<file path="src/rtl/alu_muldiv_iter_pkg.sv">
// Shared definitions for the iterative multiply/divide unit: funct3 op codes,
// FSM state encodings and operand-signedness decode helpers.
package alu_muldiv_iter_pkg;

    typedef enum logic [2:0] {
        MDOP_MUL    = 3'd0,
        MDOP_MULH   = 3'd1,
        MDOP_MULHSU = 3'd2,
        MDOP_MULHU  = 3'd3,
        MDOP_DIV    = 3'd4,
        MDOP_DIVU   = 3'd5,
        MDOP_REM    = 3'd6,
        MDOP_REMU   = 3'd7
    } md_op_e;

    typedef enum logic [1:0] {
        MD_IDLE = 2'd0,
        MD_BUSY = 2'd1,
        MD_FIX  = 2'd2,
        MD_DONE = 2'd3
    } md_state_e;

    function automatic logic op_is_div(input md_op_e op);
        return op[2];
    endfunction

    // REM/REMU share op[1] inside the divide group
    function automatic logic op_is_rem(input md_op_e op);
        return op[2] & op[1];
    endfunction

    function automatic logic rs1_signed(input md_op_e op);
        return (op == MDOP_MULH) || (op == MDOP_MULHSU) || (op == MDOP_DIV) || (op == MDOP_REM);
    endfunction

    function automatic logic rs2_signed(input md_op_e op);
        return (op == MDOP_MULH) || (op == MDOP_DIV) || (op == MDOP_REM);
    endfunction

endpackage

</file>
<file path="src/rtl/alu_cond_neg.sv">
// Conditional two's-complement negator, used for operand magnitudes and
// final sign correction of the muldiv result.
module alu_cond_neg #(
    parameter int W = 32
) (
    input  logic         neg,
    input  logic [W-1:0] in,
    output logic [W-1:0] out
);

    assign out = neg ? (~in + W'(1)) : in;

endmodule

</file>
<file path="src/rtl/alu_muldiv_iter.sv">
// Iterative RV32M multiply/divide: one shift-add or restoring-divide step per
// cycle on a shared 2*XLEN shift register, with sign fix-up in a final cycle.
module alu_muldiv_iter
    import alu_muldiv_iter_pkg::*;
#(
    parameter int XLEN     = 32,
    parameter int TAG_BITS = 5
) (
    input  logic                clk,
    input  logic                rst_n,
    input  logic                flush,
    input  logic                in_valid,
    output logic                in_ready,
    input  logic [2:0]          in_op,
    input  logic [XLEN-1:0]     in_rs1,
    input  logic [XLEN-1:0]     in_rs2,
    input  logic [TAG_BITS-1:0] in_tag,
    output logic                out_valid,
    input  logic                out_ready,
    output logic [XLEN-1:0]     out_result,
    output logic [TAG_BITS-1:0] out_tag,
    output logic                busy
);

    localparam int CW = $clog2(XLEN) + 1;
    localparam logic [CW-1:0] LAST_CNT = CW'(XLEN - 1);

    md_state_e             state_q, state_d;
    md_op_e                op_q, op_d;
    logic [CW-1:0]         cnt_q, cnt_d;
    logic [2*XLEN-1:0]     acc_q, acc_d;
    logic [XLEN-1:0]       opb_q, opb_d;
    logic                  neg_q, neg_d;
    logic [XLEN-1:0]       result_q, result_d;
    logic [TAG_BITS-1:0]   tag_q, tag_d;

    md_op_e                in_op_e;
    logic                  sa, sb;
    logic [XLEN-1:0]       mag_a, mag_b;
    logic                  div_zero, div_ovf, special;
    logic [XLEN-1:0]       special_res;
    logic [XLEN:0]         mul_sum, div_prem, div_diff;
    logic [2*XLEN-1:0]     fix_in, fix_out;
    logic [XLEN-1:0]       fix_res;

    assign in_op_e = md_op_e'(in_op);
    assign sa      = rs1_signed(in_op_e) & in_rs1[XLEN-1];
    assign sb      = rs2_signed(in_op_e) & in_rs2[XLEN-1];

    alu_cond_neg #(.W(XLEN)) u_neg_a (.neg(sa), .in(in_rs1), .out(mag_a));
    alu_cond_neg #(.W(XLEN)) u_neg_b (.neg(sb), .in(in_rs2), .out(mag_b));

    // Divide corner cases resolve at accept time and bypass the iteration
    assign div_zero = (in_rs2 == '0);
    assign div_ovf  = ((in_op_e == MDOP_DIV) || (in_op_e == MDOP_REM))
                    && (in_rs1 == {1'b1, {(XLEN-1){1'b0}}}) && (in_rs2 == '1);
    assign special  = op_is_div(in_op_e) && (div_zero || div_ovf);

    always_comb begin
        special_res = '0;
        if (div_zero)
            special_res = op_is_rem(in_op_e) ? in_rs1 : '1;
        else
            special_res = op_is_rem(in_op_e) ? '0 : in_rs1;
    end

    // Multiply: low half holds the multiplier, shifted out LSB-first.
    // Divide: low half holds the dividend, shifted MSB-first into the remainder.
    assign mul_sum  = {1'b0, acc_q[2*XLEN-1:XLEN]} + (acc_q[0] ? {1'b0, opb_q} : '0);
    assign div_prem = acc_q[2*XLEN-1:XLEN-1];
    assign div_diff = div_prem - {1'b0, opb_q};

    assign fix_in = !op_is_div(op_q) ? acc_q
                  : {{XLEN{1'b0}}, op_is_rem(op_q) ? acc_q[2*XLEN-1:XLEN] : acc_q[XLEN-1:0]};

    alu_cond_neg #(.W(2*XLEN)) u_neg_r (.neg(neg_q), .in(fix_in), .out(fix_out));

    assign fix_res = ((op_q == MDOP_MUL) || op_is_div(op_q)) ? fix_out[XLEN-1:0]
                                                             : fix_out[2*XLEN-1:XLEN];

    always_comb begin
        state_d  = state_q;
        op_d     = op_q;
        cnt_d    = cnt_q;
        acc_d    = acc_q;
        opb_d    = opb_q;
        neg_d    = neg_q;
        result_d = result_q;
        tag_d    = tag_q;
        if (flush) begin
            state_d = MD_IDLE;
        end else begin
            unique case (state_q)
                MD_IDLE: begin
                    if (in_valid) begin
                        op_d  = in_op_e;
                        tag_d = in_tag;
                        cnt_d = '0;
                        if (special) begin
                            result_d = special_res;
                            state_d  = MD_DONE;
                        end else begin
                            acc_d   = {{XLEN{1'b0}}, op_is_div(in_op_e) ? mag_a : mag_b};
                            opb_d   = op_is_div(in_op_e) ? mag_b : mag_a;
                            // remainder follows the dividend; everything else the sign xor
                            neg_d   = op_is_rem(in_op_e) ? sa : (sa ^ sb);
                            state_d = MD_BUSY;
                        end
                    end
                end
                MD_BUSY: begin
                    if (op_is_div(op_q)) begin
                        if (div_diff[XLEN])
                            acc_d = {div_prem[XLEN-1:0], acc_q[XLEN-2:0], 1'b0};
                        else
                            acc_d = {div_diff[XLEN-1:0], acc_q[XLEN-2:0], 1'b1};
                    end else begin
                        acc_d = {mul_sum, acc_q[XLEN-1:1]};
                    end
                    cnt_d = cnt_q + CW'(1);
                    if (cnt_q == LAST_CNT)
                        state_d = MD_FIX;
                end
                MD_FIX: begin
                    result_d = fix_res;
                    state_d  = MD_DONE;
                end
                MD_DONE: begin
                    if (out_ready)
                        state_d = MD_IDLE;
                end
                default: state_d = MD_IDLE;
            endcase
        end
    end

    always_ff @(posedge clk or negedge rst_n) begin
        if (!rst_n) begin
            state_q  <= MD_IDLE;
            op_q     <= MDOP_MUL;
            cnt_q    <= '0;
            acc_q    <= '0;
            opb_q    <= '0;
            neg_q    <= 1'b0;
            result_q <= '0;
            tag_q    <= '0;
        end else begin
            state_q  <= state_d;
            op_q     <= op_d;
            cnt_q    <= cnt_d;
            acc_q    <= acc_d;
            opb_q    <= opb_d;
            neg_q    <= neg_d;
            result_q <= result_d;
            tag_q    <= tag_d;
        end
    end

    assign in_ready   = (state_q == MD_IDLE);
    assign out_valid  = (state_q == MD_DONE);
    assign busy       = (state_q != MD_IDLE);
    assign out_result = result_q;
    assign out_tag    = tag_q;

endmodule
</file>
<file path="config.mk">
export PLATFORM = sky130hd
export DESIGN_NAME = alu_muldiv_iter
export DESIGN_NICKNAME = d
export VERILOG_FILES = /design/src/rtl/alu_muldiv_iter_pkg.sv /design/src/rtl/alu_cond_neg.sv /design/src/rtl/alu_muldiv_iter.sv
export SDC_FILE = /design/constraint.sdc
export NUM_CORES = 1
export LEC_CHECK = 0
export CAP_MARGIN = 20
export CELL_PAD_IN_SITES_DETAIL_PLACEMENT = 0
export CELL_PAD_IN_SITES_GLOBAL_PLACEMENT = 2
export CORE_MARGIN = 5
export CORE_UTILIZATION = 36
export DETAILED_ROUTE_END_ITERATION = 7
export GPL_TIMING_DRIVEN = 0
export PLACE_DENSITY = 0.92
export SLEW_MARGIN = 20
export SYNTH_ARGS = -nofsm -noshare
export SYNTH_HDL_FRONTEND = slang
export SYNTH_SLANG_ARGS = --single-unit
export TNS_END_PERCENT = 1
</file>
<file path="constraint.sdc">
create_clock -name clk -period 5.2 [get_ports clk]
set_input_delay 0.52 -clock clk [delete_from_list [all_inputs] [get_ports clk]]
set_output_delay 0.52 -clock clk [all_outputs]
set_load 0.005 [all_outputs]
</file>
==> metrics.md, run 1 <==
| Metric | Value |
|---|---|
| Status | `complete, no violations` |
| Initial DRC count | `1953` |
| Fmax | `0.202 GHz` |
| Post-Syn Nets | `2198` |
| Worst-margin pin slew | `1.12 ns` |
| Slowest stage cell on the critical path | `a2111oi_0` |
| Commonest non-fill, non-tap cells in the layout | `nor2_1 (241), o21ai_0 (195), a21oi_1 (195)` |
| # fillers | `4321` |
| H-tree levels | `4` |
| CP cell instances | `nand2_2 > buf_1 > clkbuf_1 > a21boi_0 > ha_1 > o211ai_2 > nor4_4 > and2_2 > nand3_1 > o31ai_1 > xor2_1 > a2111oi_0 > a21o_1` |
| VDD IR-drop max | `0.333 mV` |
| Most common cell after layout, fill and taps aside | `nor2_1` |
| GPL Wtd Cong | `0.978` |
| Max Clock Skew | `0.0184 ns` |
| Post-CTS setup buffer count | `0` |
| Starting Density | `36.5%` |
| CP Class | `reg -> reg` |
| Crit path capture type | `register` |
| # IOs | `117` |
| Drt wl/cell | `25.3 µm` |
| Post-synth cell types | `88` |
| CP startpoint kind | `register` |
| Slew Viols, Final | `0` |
| Worst-path clk slew | `0.08 ns` |
| Rel. slew slack | `25.2%` |
| First-pass GRT wire length | `102000 µm` |
| LEAKAGE | `7.39 nW` |
| Clk sink count | `145` |
| Aggregate global-route resource usage | `28.5%` |
| Die area | `46900 µm²` |
| Clock root buffer | `clkbuf_16` |
| Synthesized cell area | `15400 µm²` |
| Area of placed instances | `17200 µm²` |
| Routed Antenna Nets | `0` |
| Power Density | `620 nW/µm²` |
| Area of the core | `42100 µm²` |
| Worst-skew pair later-pin latency | `0.47 ns` |
| Fin Hold WS | `0.0463 ns` |
| Vias in the first global route | `16.2k` |
| Mean Syn Cell Area | `7.52 µm²` |
| Drt first pass iters | `6` |
| Post-Route WL | `69000 µm` |
| Launch point of the worst path | `op_q[1]$_DFFE_PN0P_` |
| Critical path arrival | `5.34 ns` |
| Sequential area share after synthesis | `23.6%` |
| Minimum clock period | `4.95 ns` |
| Final hold vios | `0` |
| Critical Path Max Stage Delay | `0.61 ns` |
| Syn Inst Count | `2046` |
| Pin count of the biggest net entering global routing | `81` |
| Max_cap viols | `0` |
| Area Overhead vs Synth | `16.2%` |
| Critical Path RT | `5.59 ns` |
| Placed cells | `2700` |
| Via Count | `16.9k` |
| Crit Path Max Fanout | `10` |
| Worst r2r src | `op_q[1]$_DFFE_PN0P_` |
| Overall power | `11.1 mW` |
| RSZ-0062 raised after global routing | `no` |
| EDFF count, synth | `0` |
| Initial antenna violation count | `0` |
| Non-filler instance count after layout | `2732` |
| Die Ht | `217 µm` |
| Cell area after layout | `17900 µm²` |
| CTS tree | `yes` |
| Drt drc | `0` |
| Die W | `217 µm` |
| # diodes | `0` |
| Async S/R FF share, synth | `100%` |
| Hold WC Path Type | `in -> async` |
| CTS buffer count | `17` |
| Yosys warnings | `0` |
| # setup viols final | `0` |
| IO buf count | `114` |
| Post-synthesis register bit count | `145` |
| Nets | `2332` |
| Detailed Place HPWL | `55100 µm` |
| Top_reg_cell synth | `dfrtp_1` |
| Grt ovf | `0` |
| Via density | `6.19` |
| Clk buf depth | `2` |
| Period Utilization, post-route | `95.1%` |
| Share of layout cells above drive strength 1 | `6.11%` |
| Row Count | `75` |
## kinds of logic after synthesis
kind of cell	synth area share, %
multiplexers	6.08
AND/OR/NAND/NOR	20.5
AO/OA/AOI/OAI	29.1
XOR/XNOR	9.34
adder cells (fa/ha/maj)	6.20
buffers and inverters	5.17
flip-flops	23.6
## per-layer routing
metal	share of wire [%]	wire length, µm	vias up	GRT usage (%)
li1	-	-	7721	-
met1	43	29900	8188	39.2
met2	45	30700	871	44.7
met3	8.7	5980	131	5.85
met4	3.5	2390	0	9.84
met5	0	0	-	0
## sequential cells by signal, summed over array words and instances, names as in the netlist
name        count
out_result     32
neg_q           1
out_tag         5
acc_q          64
op_q            3
opb_q          32
cnt_q           6
state_q         2
## worst max-delay path, delay by kind of cell (launching register included)
family	cells	cell delay, ns
fa+ha+maj	1	0.30
buf+inv	2	0.83
simple gates	4	1.23
compound gates	5	1.87
xor+xnor	1	0.11
flops	1	0.53
## cell usage after synthesis (60+ instances only)
cell / instances / area, µm²
xor2_1: 60 / 526
a211oi_1: 64 / 480
nor2_1: 241 / 905
nand2_1: 194 / 728
inv_1: 66 / 248
clkbuf_1: 99 / 372
ha_1: 73 / 913
dfrtp_1: 145 / 3630
o21ai_0: 195 / 976
xnor2_1: 104 / 911
a21oi_1: 195 / 976
## power by group
group | switching [mW] | internal, mW | leakage, nW
Clock | 0.579 | 0.789 | 0.298
Sequential | 0.662 | 1.61 | 1.83
Combinational | 4.66 | 2.77 | 5.26
Total | 5.90 | 5.17 | 7.39
## through the flow
step / worst slack (ns) / TNS [ns] / utilization [%]
global route: 0.0937 / 0 / 42.4
CTS: 0.110 / 0 / 42.4
floorplan: 1.33 / 0 / -
detailed placement: 0.189 / 0 / 40.9
global placement: -2.66 / -380.33 / 40.8
finish: 0.253 / 0 / 42.4
## path summary, 6_finish.rpt
path / slack, ns / to / depth (start not counted)
setup / recovery: 0.25 / out_result[10]$_DFFE_PN0P_ / 13
hold / removal: 0.05 / out_result[21]$_DFFE_PN0P_ / 1
setup reg to reg: 0.25 / out_result[10]$_DFFE_PN0P_ / 13
hold reg to reg: 0.48 / out_result[15]$_DFFE_PN0P_ / 1
max in group asynchronous: 4.33 / opb_q[3]$_DFFE_PN0P_ / 2
min in group clk: 0.48 / out_result[15]$_DFFE_PN0P_ / 1
## layout make-up
type / instances / area (µm²) / share of cell area, %
clock inverter: 13 / 176 / 0.988
buffer: 134 / 544 / 3.05
tap: 539 / 674 / 3.78
sequential: 145 / 3630 / 20.3
multi-input combinational: 1700 / 11000 / 61.4
clock buffer: 19 / 453 / 2.54
inverter: 67 / 251 / 1.41
timing repair buffer: 115 / 1170 / 6.57
## timing repair
item / 4_1_cts / 5_1_grt
hold buffers: 0 / 0
setup endpoints to repair: 0 / 7
gates resized for setup: 0 / 2
No activity file was read; power rests on OpenSTA's default activity.
==> inputs of run 2 (changes only) <==
Settings changed: REMOVE_ABC_BUFFERS from default to 1.
==> run 2 against run 1 <==
The flow now finishes with violations (negative hold slack). Worst hold slack got worse by 0.065 ns. Sequential cell count unchanged. Clock skew decreased by 0.0030 ns. Die area unchanged. Critical path depth unchanged. Global-route usage decreased by 4.6 points. Utilization decreased by 0.25 points. Worst setup slack got worse by 0.030 ns. Maximum frequency decreased by 0.61%.
==> metrics.md, run 2 (synthesized netlist as in run 1, its figures left out) <==
| Metric | Value |
|---|---|
| Slowest stage cell on the critical path | `dfrtp_4` |
| Max_cap viols | `0 (unchanged)` |
| Internal power | `5.19 mW (+0.56%)` |
| Clock root buffer | `clkbuf_16` |
| Area Overhead vs Synth | `15.5%` |
| # diodes | `0 (unchanged)` |
| Cell area after layout | `17800 µm² (-0.60%)` |
| Clk sink count | `145 (unchanged)` |
| Rel. slew slack | `29.2% (+4.1 points)` |
| LEAKAGE | `7.37 nW (-0.27%)` |
| H-tree levels | `4 (unchanged)` |
| Commonest non-fill, non-tap cells in the layout | `nor2_1 (240), a21oi_1 (194), o21ai_0 (194)` |
| Area of the core | `42100 µm² (unchanged)` |
| Sequential power share | `24.0% (+3.5 points)` |
| Post-Route WL | `57100 µm (-17%)` |
| CTS tree | `yes` |
| VDD IR-drop max | `0.358 mV (+7.5%)` |
| Initial antenna violation count | `0 (unchanged)` |
| Worst-path clk slew | `0.06 ns (-0.02 ns)` |
| Slew Viols, Final | `0 (unchanged)` |
| Critical Path RT | `5.55 ns (-0.04 ns)` |
| Grt ovf | `0 (unchanged)` |
| P_sw | `5.27 mW (-11%)` |
| Clk buf depth | `2 (unchanged)` |
| Overall power | `10.5 mW (-5.4%)` |
| Multi-input gate area in the final layout | `11000 µm² (+0.64%)` |
| Routed Antenna Nets | `0 (unchanged)` |
| Most common cell after layout, fill and taps aside | `nor2_1` |
| Fin Hold WS | `-0.0184 ns (-0.0646 ns)` |
| Via Count | `15.5k (-8.5%)` |
| Hold_buf cts | `0 (unchanged)` |
| CP Class | `reg -> reg` |
| Power Density | `589 nW/µm² (-4.9%)` |
| Fmax | `0.201 GHz (-0.61%)` |
| # fillers | `4256 (-1.5%)` |
| Initial DRC count | `1401 (-28%)` |
| CP cell instances | `buf_16 > nand2_4 > a21boi_0 > ha_1 > o211ai_2 > nor4_4 > and2_2 > nand3_1 > o311ai_0 > o21ai_0 > a21oi_1 > a211oi_1 > a21o_1` |
| Period Utilization, post-route | `95.7% (+0.59 points)` |
| Drt drc | `0 (unchanged)` |
| Row Count | `75 (unchanged)` |
| Dpl ws | `-0.196 ns (-0.385 ns)` |
| Share of layout cells above drive strength 1 | `6.64% (+0.53 points)` |
| CTS buffer count | `17 (unchanged)` |
| Via density | `5.91 (-4.5%)` |
| Clock power share | `12.4% (about the same)` |
| Max Clock Skew | `0.0154 ns (-0.00301 ns)` |
| Top reg by flops | `acc_q` |
| Crit Path Max Fanout | `68 (+58)` |
| First-pass GRT wire length | `88600 µm (-13%)` |
| FF-to-FF path depth | `13 (unchanged)` |
| Area occupied by registers | `3630 µm² (+0.17%)` |
| Comb pwr share | `63.6% (-3.5 points)` |
| GPL Wtd Cong | `0.943 (-3.6%)` |
| Final hold vios | `3 (+3)` |
| Die W | `217 µm (unchanged)` |
| CP startpoint kind | `register` |
| # setup viols final | `0 (unchanged)` |
| Detailed Place HPWL | `43900 µm (-20%)` |
| Die Ht | `217 µm (unchanged)` |
| Worst-skew pair later-pin latency | `0.46 ns (about the same)` |
| Vias in the first global route | `14.9k (-8.4%)` |
| Pin count of the biggest net entering global routing | `86 (+6.2%)` |
| Sw Share | `50.4% (-3.0 points)` |
| Setup WS post-layout | `0.223 ns (-0.0305 ns)` |
| Worst-margin pin slew | `1.05 ns (-0.0666 ns)` |
| RSZ-0062 raised after global routing | `no` |
| Drt first pass iters | `6 (unchanged)` |
| Violations in the final reports | `negative hold slack` |
| Crit path capture type | `register` |
| Critical Path Max Stage Delay | `0.89 ns (+0.28 ns)` |
| Area of placed instances | `17100 µm² (-0.49%)` |
| Aggregate global-route resource usage | `23.9% (-4.6 points)` |
| Drt wl/cell | `21.8 µm (-14%)` |
| Max reg flops | `64 (unchanged)` |
| Nets | `2217 (-4.9%)` |
| Die area | `46900 µm² (unchanged)` |
| IO buf count | `116 (+1.8%)` |
| Critical path arrival | `5.32 ns (-0.02 ns)` |
| Minimum clock period | `4.98 ns (+0.0305 ns)` |
| Status | `finished, violations left` |
| Starting Density | `36.5% (unchanged)` |
| Hold WC Path Type | `in -> async` |
| # IOs | `117 (unchanged)` |
-- run 2: changes by cell type in the layout (fill, tap and decap cells not counted), moves of 2 or more --
cell | before | now
clkbuf_1 | 99 | 3
buf_2 | 20 | 0
buf_1 | 11 | 0
buf_16 | 1 | 10
clkinv_2 | 0 | 4
buf_12 | 0 | 3
buf_8 | 1 | 4
clkinv_4 | 4 | 1
dfrtp_1 | 145 | 142
dfrtp_2 | 0 | 2
ha_1 | 73 | 71
inv_6 | 2 | 0
o21ai_4 | 0 | 2
-- run 2: timing repair --
action | 4_1_cts | 5_1_grt
gates resized for setup | 1 | 3
buffers inserted | 0 | 0
setup endpoints to repair | 2 | 12
hold endpoints to repair | 0 | 0
pin swaps | 0 | 0
-- run 2: final cells by class --
type	instances	share of cell area [%]
Multi-Input combinational cell	1700	62.1
Sequential cell	145	20.5
Timing Repair Buffer	134	8.82
Tap cell	539	3.80
Clock buffer	22	2.61
Inverter	67	1.42
Clock inverter	10	0.754
-- run 2: worst paths after layout --
kind                                        from  slack (ns)                    endpoint
setup / recovery             op_q[2]$_DFFE_PN0P_        0.22  out_result[30]$_DFFE_PN0P_
hold / removal                             rst_n       -0.02   out_result[6]$_DFFE_PN0P_
setup reg to reg             op_q[2]$_DFFE_PN0P_        0.22  out_result[30]$_DFFE_PN0P_
hold reg to reg            opb_q[28]$_DFFE_PN0P_        0.48       opb_q[28]$_DFFE_PN0P_
max in group asynchronous                  rst_n        4.35         op_q[2]$_DFFE_PN0P_
min in group clk           opb_q[28]$_DFFE_PN0P_        0.48       opb_q[28]$_DFFE_PN0P_
-- run 2: routing by layer --
layer  GRT usage [%]  share of wire [%]
met5               0                  0
met4            9.01                3.5
met3            2.78                5.2
met2            37.7                 45
met1            33.6                 46
-- run 2: power groups by stage --
stage	Clock, mW	Combinational (mW)	Sequential (mW)
after floorplan	0	4.49	2.19
after global placement	0	6.28	2.58
after detailed placement	0	6.55	2.49
after CTS	1.31	6.60	2.47
after global routing	1.36	7.33	2.58
final	1.30	6.66	2.51
-- run 2: per-stage QoR --
| step | instances | TNS [ns] | utilization (%) | hold slack (ns) |
|---|---|---|---|---|
| 3_3_place_gp | 2567 | -936.11 | 39.6 | 0.461 |
| 3_5_place_dp | 2585 | -1.70 | 40.7 | 0.470 |
| 6_report | 2617 | 0 | 42.1 | -0.0184 |
| 2_1_floorplan | 1912 | -13.71 | - | 0.224 |
| 4_1_cts | 2617 | 0 | 42.1 | 0.000499 |
| 5_1_grt | 2617 | 0 | 42.1 | 0.0264 |
-- run 2: worst max-delay path, delay by kind of cell, from the launching register on --
kind	cells	cell delay, ns
simple gates	4	1.48
compound gates	7	1.81
fa+ha+maj	1	0.27
flops	1	0.89
buf+inv	1	0.34
==> inputs of run 3 (changes only) <==
Settings changed: CTS_BUF_LIST from default to sky130_fd_sc_hd__clkbuf_4 sky130_fd_sc_hd__clkbuf_8.
==> run 3 against run 2 <==
Sequential share of layout area up 0.20 points. Combinational power about the same. Clock skew down 0.0037 ns. Worst hold slack better by 0.50 ns. The flow now finishes without violations. Largest power group unchanged. Via count about the same. Highest routed layer unchanged. Cell area down 0.96%. Non-clock buffer count up 1. Critical path depth unchanged.
==> metrics.md, run 3 (synthesized netlist as in run 1, its figures left out) <==
| Metric | Value |
|---|---|
| Max reg flops | `64 (unchanged)` |
| Area of the core | `42100 µm² (unchanged)` |
| Crit Path Max Fanout | `68 (unchanged)` |
| Via Count | `15.5k (-0.0065%)` |
| H-tree levels | `4 (unchanged)` |
| Post-CTS setup buffer count | `0 (unchanged)` |
| Clock root buffer | `clkbuf_8` |
| Via density | `5.91 (about the same)` |
| R2r endpoint | `out_result[30]$_DFFE_PN0P_` |
| FF-to-FF path depth | `13 (unchanged)` |
| Most common cell after layout, fill and taps aside | `nor2_1` |
| Layout Utilization | `41.7% (-0.40 points)` |
| P_sw | `5.22 mW (-0.96%)` |
| Setup TNS Final | `0 ns (unchanged)` |
| Worst-skew pair later-pin latency | `0.50 ns (+0.04 ns)` |
| Status | `complete, no violations` |
| Vias in the first global route | `14.9k (+0.027%)` |
| Overall power | `10.1 mW (-3.0%)` |
| Aggregate global-route resource usage | `23.9% (about the same)` |
| Clk buf depth | `2 (unchanged)` |
| Met1 WL | `26100 µm (-0.95%)` |
| Worst-path clk slew | `0.08 ns (+0.02 ns)` |
| Met2 routed WL | `25800 µm (+0.20%)` |
| Minimum clock period | `5.03 ns (+0.0540 ns)` |
| Internal power | `4.93 mW (-5.1%)` |
| Max layer used | `met4` |
| Post-Route WL | `57100 µm (about the same)` |
| Fmax | `0.199 GHz (-1.1%)` |
| Detailed Place HPWL | `43900 µm (unchanged)` |
| CP startpoint kind | `register` |
| Nets | `2218 (+0.045%)` |
| Die W | `217 µm (unchanged)` |
| # diodes | `0 (unchanged)` |
| Slew Viols, Final | `0 (unchanged)` |
| Comb pwr share | `65.6% (+2.0 points)` |
| Hold Startpoint | `opb_q[5]$_DFFE_PN0P_` |
| Crit path capture type | `register` |
| Max_cap viols | `0 (unchanged)` |
| RSZ-0062 raised after global routing | `no` |
| Worst r2r src | `op_q[2]$_DFFE_PN0P_` |
| Launch point of the worst path | `op_q[2]$_DFFE_PN0P_` |
| Final hold vios | `0 (-3)` |
| Share of layout cells above drive strength 1 | `6.78% (+0.14 points)` |
| Sw Share | `51.4% (+1.1 points)` |
| Sequential power share | `24.6% (+0.6 points)` |
| CTS buffer count | `17 (unchanged)` |
| # setup viols final | `0 (unchanged)` |
| Die area | `46900 µm² (unchanged)` |
| Critical Path RT | `5.60 ns (+0.05 ns)` |
| Power Density | `577 nW/µm² (-2.1%)` |
| Period Utilization, post-route | `96.8% (+1.0 points)` |
| Die Ht | `217 µm (unchanged)` |
| LEAKAGE | `7.29 nW (-0.99%)` |
| Pin count of the biggest net entering global routing | `86 (unchanged)` |
| IO buf count | `116 (unchanged)` |
| Critical path arrival | `5.43 ns (+0.11 ns)` |
| Grt ovf | `0 (unchanged)` |
| Commonest non-fill, non-tap cells in the layout | `nor2_1 (240), a21oi_1 (194), o21ai_0 (194)` |
| Initial antenna violation count | `1 (+1)` |
| FF-to-FF setup slack | `0.17 ns (-0.05 ns)` |
| CTS tree | `yes` |
| CP Class | `reg -> reg` |
| Initial DRC count | `1359 (-3.0%)` |
| Clk sink count | `145 (unchanged)` |
| Drt drc | `0 (unchanged)` |
| # IOs | `117 (unchanged)` |
| Top reg by flops | `acc_q` |
| Area Overhead vs Synth | `14.4%` |
| Placed cells | `2585 (unchanged)` |
| Non-filler instance count after layout | `2618 (+0.038%)` |
| Hold WC Path Type | `reg -> reg` |
| Drt wl/cell | `21.8 µm (about the same)` |
| GPL Wtd Cong | `0.943 (unchanged)` |
| Routed Antenna Nets | `0 (unchanged)` |
| Drt first pass iters | `7 (+1)` |
| Met3 routed WL | `3180 µm (+7.5%)` |
| End of the worst hold path | `opb_q[5]$_DFFE_PN0P_` |
| VDD IR-drop max | `0.354 mV (-0.97%)` |
| First-pass GRT wire length | `88400 µm (-0.20%)` |
| Row Count | `75 (unchanged)` |
| Max Clock Skew | `0.0117 ns (-0.00373 ns)` |
| Rel. slew slack | `28.4% (-0.80 points)` |
| Worst-margin pin slew | `1.06 ns (+0.0118 ns)` |
| Fin Hold WS | `0.483 ns (+0.501 ns)` |
| WHS Path Cells | `2` |
| Starting Density | `36.5% (unchanged)` |
| Clock power share | `9.8% (-2.6 points)` |
## run 3: cell types whose count changed in the layout (fill, tap and decap cells not counted)
| cell | delta |
|---|---|
| clkbuf_1 | -3 |
| clkbuf_4 | +3 |
| dlygate4sd3_1 | +1 |
| clkbuf_8 | +17 |
| clkbuf_16 | -17 |
## run 3: power by group through the flow
stage / Clock, mW / Combinational (mW) / Sequential [mW]
floorplan: 0 / 4.49 / 2.19
global placement: 0 / 6.28 / 2.58
detailed placement: 0 / 6.55 / 2.49
CTS: 1.01 / 6.60 / 2.47
global route: 1.05 / 7.33 / 2.57
finish: 0.993 / 6.66 / 2.50
## run 3: worst max-delay path, stage by stage (launching register included)
cell and delay [ns]:
dfrtp_4 0.89, buf_16 0.34, nand2_4 0.41, a21boi_0 0.40
ha_1 0.26, o211ai_2 0.13, nor4_4 0.40, and2_2 0.26
nand3_1 0.43, o311ai_0 0.47, o21ai_0 0.14, a21oi_1 0.37
a211oi_1 0.14, a21o_1 0.20
## run 3: worst max path at each step
stage / depth (start not counted) / endpoint / slack [ns]
after global placement: 10 / acc_q[44]$_DFFE_PN0P_ / -5.84
after floorplan: 12 / out_result[26]$_DFFE_PN0P_ / -0.84
final: 13 / out_result[30]$_DFFE_PN0P_ / 0.17
after global routing: 12 / out_result[10]$_DFFE_PN0P_ / 0.04
after detailed placement: 13 / acc_q[58]$_DFFE_PN0P_ / -0.20
after CTS: 12 / out_result[10]$_DFFE_PN0P_ / 0.16
## run 3: repair_timing
action | 4_1_cts | 5_1_grt
hold endpoints to repair | 60 | 0
setup endpoints to repair | 2 | 14
gates resized for setup | 2 | 2
hold buffers | 1 | 0
## run 3: per-stage QoR
step	setup WS (ns)	area (µm²)
after floorplan	-0.837	14800
after global placement	-5.84	16700
after detailed placement	-0.196	17100
after CTS	0.164	17600
after global routing	0.0360	17600
final	0.169	17600
## run 3: area by class of cell
cell class / count / area, µm²
clock buffers: 22 / 284
repair buffers: 135 / 1580
well taps: 539 / 674
fillers: 4282 / 24500
flip-flops and latches: 145 / 3630
inverters: 67 / 251
clock inverters: 10 / 134
multi-input cells: 1700 / 11000
## run 3: per-layer routing
layer	global-route usage (%)	up-vias
met5	0	-
met4	9.54	0
met3	2.83	98
met2	37.5	524
met1	33.5	7367
li1	-	7486
==> patch, RTL diff (flow settings as in run 3) <==
`TAG_BITS`: 5 -> 7.
--- a/src/rtl/alu_muldiv_iter.sv
+++ b/src/rtl/alu_muldiv_iter.sv
@@ -6,3 +6,3 @@
     parameter int XLEN     = 32,
-    parameter int TAG_BITS = 5
+    parameter int TAG_BITS = 7
 ) (
Ports: changed (resized in_tag and out_tag); port bits go from 117 to 121. No check against the original RTL was run, so the function may have changed too.
==> patch against run 3 <==
- final area is 1.1% higher
- global-route usage rose by 0.070 points
- area after synthesis increased by 0.56%
- wire length up 0.74%
- sequential cell count rose by 2
- total power increased by 11%
- die area grew 0.54%
- worst setup slack better by 0.067 ns
- cell count grew 0.11%
- clock skew rose by 0.0023 ns
- maximum frequency up 1.4%
==> patch: results (changes against run 3) <==
| Step | Metric | Reported | Delta |
| --- | --- | --- | --- |
| global route | Vias in the first global route | 15200 | +2.0% |
| cts | Clock buffers created by TritonCTS | 17 | unchanged |
| sta | Worst Setup Slack, final | 0.236 ns | +0.0671 ns |
| logic synthesis | Cells taking the most area after synthesis | dfrtp_1, o21ai_0, ha_1 |  |
| layout | Register ranked first by flip-flop count | acc_q |  |
| global route | Pin count of the biggest net entering global routing | 93 | +8.1% |
| power | Worst vdd rail ir drop | 328 uV | -7.4% |
| critical path | Max stage delay cell, worst path | dfrtp_4 |  |
| cts | Clock network latency to the later pin of the worst-skew pair | 0.51 ns |  |
| layout | Nets | 2215 | -0.14% |
| place | Weighted congestion reported at the end of routability-driven placement | 0.934 | -0.98% |
| sta | Relative slew slack | 24.3% | -4.1 points |
| layout | Filler cell count | 4394 | +2.6% |
| critical path | Data arrival time of the critical path | 5.32 ns | -0.11 ns |
| global route | Tot GR Track Use | 23.9% | +0.070 points |
| global route | Global-route wire length before repair | 89700 um | +1.4% |
| hold path | Kind of path behind the tightest hold check | flip-flop to flip-flop |  |
| logic synthesis | Most frequent cells after synthesis | o21ai_0, nor2_1, nand2_1 |  |
| layout | Finished Layout Cells | 2621 | +0.11% |
| layout | Layout cells sized above 1 | 7.04% | +0.26 points |
| route | Vias per Instance | 6.01 | +1.7% |
| logic synthesis | Share of the yosys chip area belonging to registers | 23.8% | +0.19 points |
| route | Number of iterations in the first detailed-routing pass | 6 | -1 |
| layout | Flip-flop count of the largest register, all copies and words added | 64 | unchanged |
| place | Estimated wirelength of the detail-placed design | 44200 um | +0.73% |
| critical path | Worst-path maximum fanout | 59 | -13% |
| critical path | Biggest cell delay along the critical path | 0.54 ns | -0.35 ns |
| cts | Clock tree root buffer cell | clkbuf_8 |  |
| route | DRC marker count from the first detailed-route iteration | 1575 | +16% |
| sta | Setup Skew | 0.0140 ns | +0.00235 ns |
| run status | Outcome | complete, no violations |  |
| route | Overall routed net length | 57600 um | +0.74% |
| cts | H-tree depth | 4 | unchanged |
| cts | Clock transition at the register clock pins on the worst setup and hold paths after CTS | 0.09 ns |  |
| logic synthesis | Syn. warnings | 0 | unchanged |
| logic synthesis | Avg Inst Size Synth | 7.58 um2 | +0.81% |
| global route | Initial antenna violation count | 2 | +1 |
| power | LEAKAGE | 7.11 nW | -2.6% |
| place | IO buf count | 120 | +3.4% |
| logic synthesis | Number of different library cells in the post-synthesis netlist | 82 | -6.8% |
| cts | Maximum clock path buffer count | 2 | unchanged |
| logic synthesis | Top_reg_cell synth | dfrtp_1 |  |
| logic synthesis | Fraction of synthesis flops using an asynchronous set or reset pin | 100% | unchanged |
| place | Setup slack at placement | -0.0648 ns | +0.131 ns |
==> patch: cell count changes after synthesis, sizes merged, moves of 14 or more <==
| cell | before | now |
|---|---|---|
| a21oi | 195 | 164 |
| mux2 | 40 | 54 |
| a21o | 40 | 26 |
| a211oi | 64 | 50 |
| nor2 | 241 | 209 |
| o21ai | 208 | 227 |
==> patch: final timing paths <==
kind                            from       endpoint  cells past startpoint
setup / recovery             op_q[2]  out_result[0]                     12
hold / removal             opb_q[25]      opb_q[25]                      2
setup reg to reg             op_q[2]  out_result[0]                     12
hold reg to reg            opb_q[25]      opb_q[25]                      2
max in group asynchronous      rst_n        op_q[2]                      3
min in group asynchronous      rst_n      acc_q[11]                      2
==> patch: stage by stage <==
stage,hold WS (ns),setup TNS [ns],area [um2],power [mW]
after global routing,0.506,0,17800,12.1
final,0.487,0,17800,11.3
after detailed placement,0.474,-0.347,17300,9.98
after global placement,0.462,-923.20,16800,9.79
after floorplan,0.224,-48.15,14900,7.33
after CTS,0.495,0,17700,11.1
==> patch: layer usage <==
metal	share of wire, %	vias to the layer above	GRT usage, %
met4	3.0	0	7.73
met3	6.0	105	3.28
met2	46	576	38.9
met5	0	-	0
li1	-	7517	-
met1	45	7551	33.0
==> patch: what timing repair did <==
action	in CTS	in global routing
gates cloned	0	0
gates resized for setup	1	3
endpoints found under the hold margin	63	0
buffers inserted	0	1
pin swaps	0	1
setup endpoints to repair	1	3
hold buffers	1	0
==> patch: area by class of cell <==
class | count | area (um2) | share of cell area (%)
diodes | 1 | 2.50 | 0.0141
inverters | 73 | 274 | 1.54
multi-input cells | 1682 | 11100 | 62.2
clock buffers | 18 | 241 | 1.36
clock inverters | 14 | 226 | 1.27
repair buffers | 140 | 1610 | 9.05
well taps | 546 | 683 | 3.84
flip-flops and latches | 147 | 3680 | 20.7
==> patch: power breakdown <==
| group | switching (mW) | internal [mW] | total [mW] |
|---|---|---|---|
| clock network | 0.526 | 0.584 | 1.11 |
| logic | 4.46 | 3.16 | 7.63 |
| registers | 0.870 | 1.65 | 2.52 |
| total | 5.86 | 5.40 | 11.3 |
==> patch: logic make-up (layout without fill, tap and decap cells) <==
| family | count (synthesis) | in the layout | synth area share [%] |
|---|---|---|---|
| AND/OR/NAND/NOR | 630 | 630 | 19.1 |
| XOR/XNOR | 161 | 161 | 9.12 |
| AO/OA/AOI/OAI | 706 | 706 | 28.8 |
| multiplexers | 110 | 110 | 7.58 |
| buffers and inverters | 212 | 245 | 5.45 |
| other | 0 | 1 | 0 |
| flip-flops | 147 | 147 | 23.8 |
| adder cells (fa/ha/maj) | 75 | 75 | 6.17 |
==> patch: critical path: cells and delay by family, from the launching register on <==
family	cells	cell delay [ns]
compound gates	5	1.84
fa+ha+maj	1	0.26
buf+inv	2	0.61
xor+xnor	1	0.10
simple gates	3	1.41
flops	1	0.54
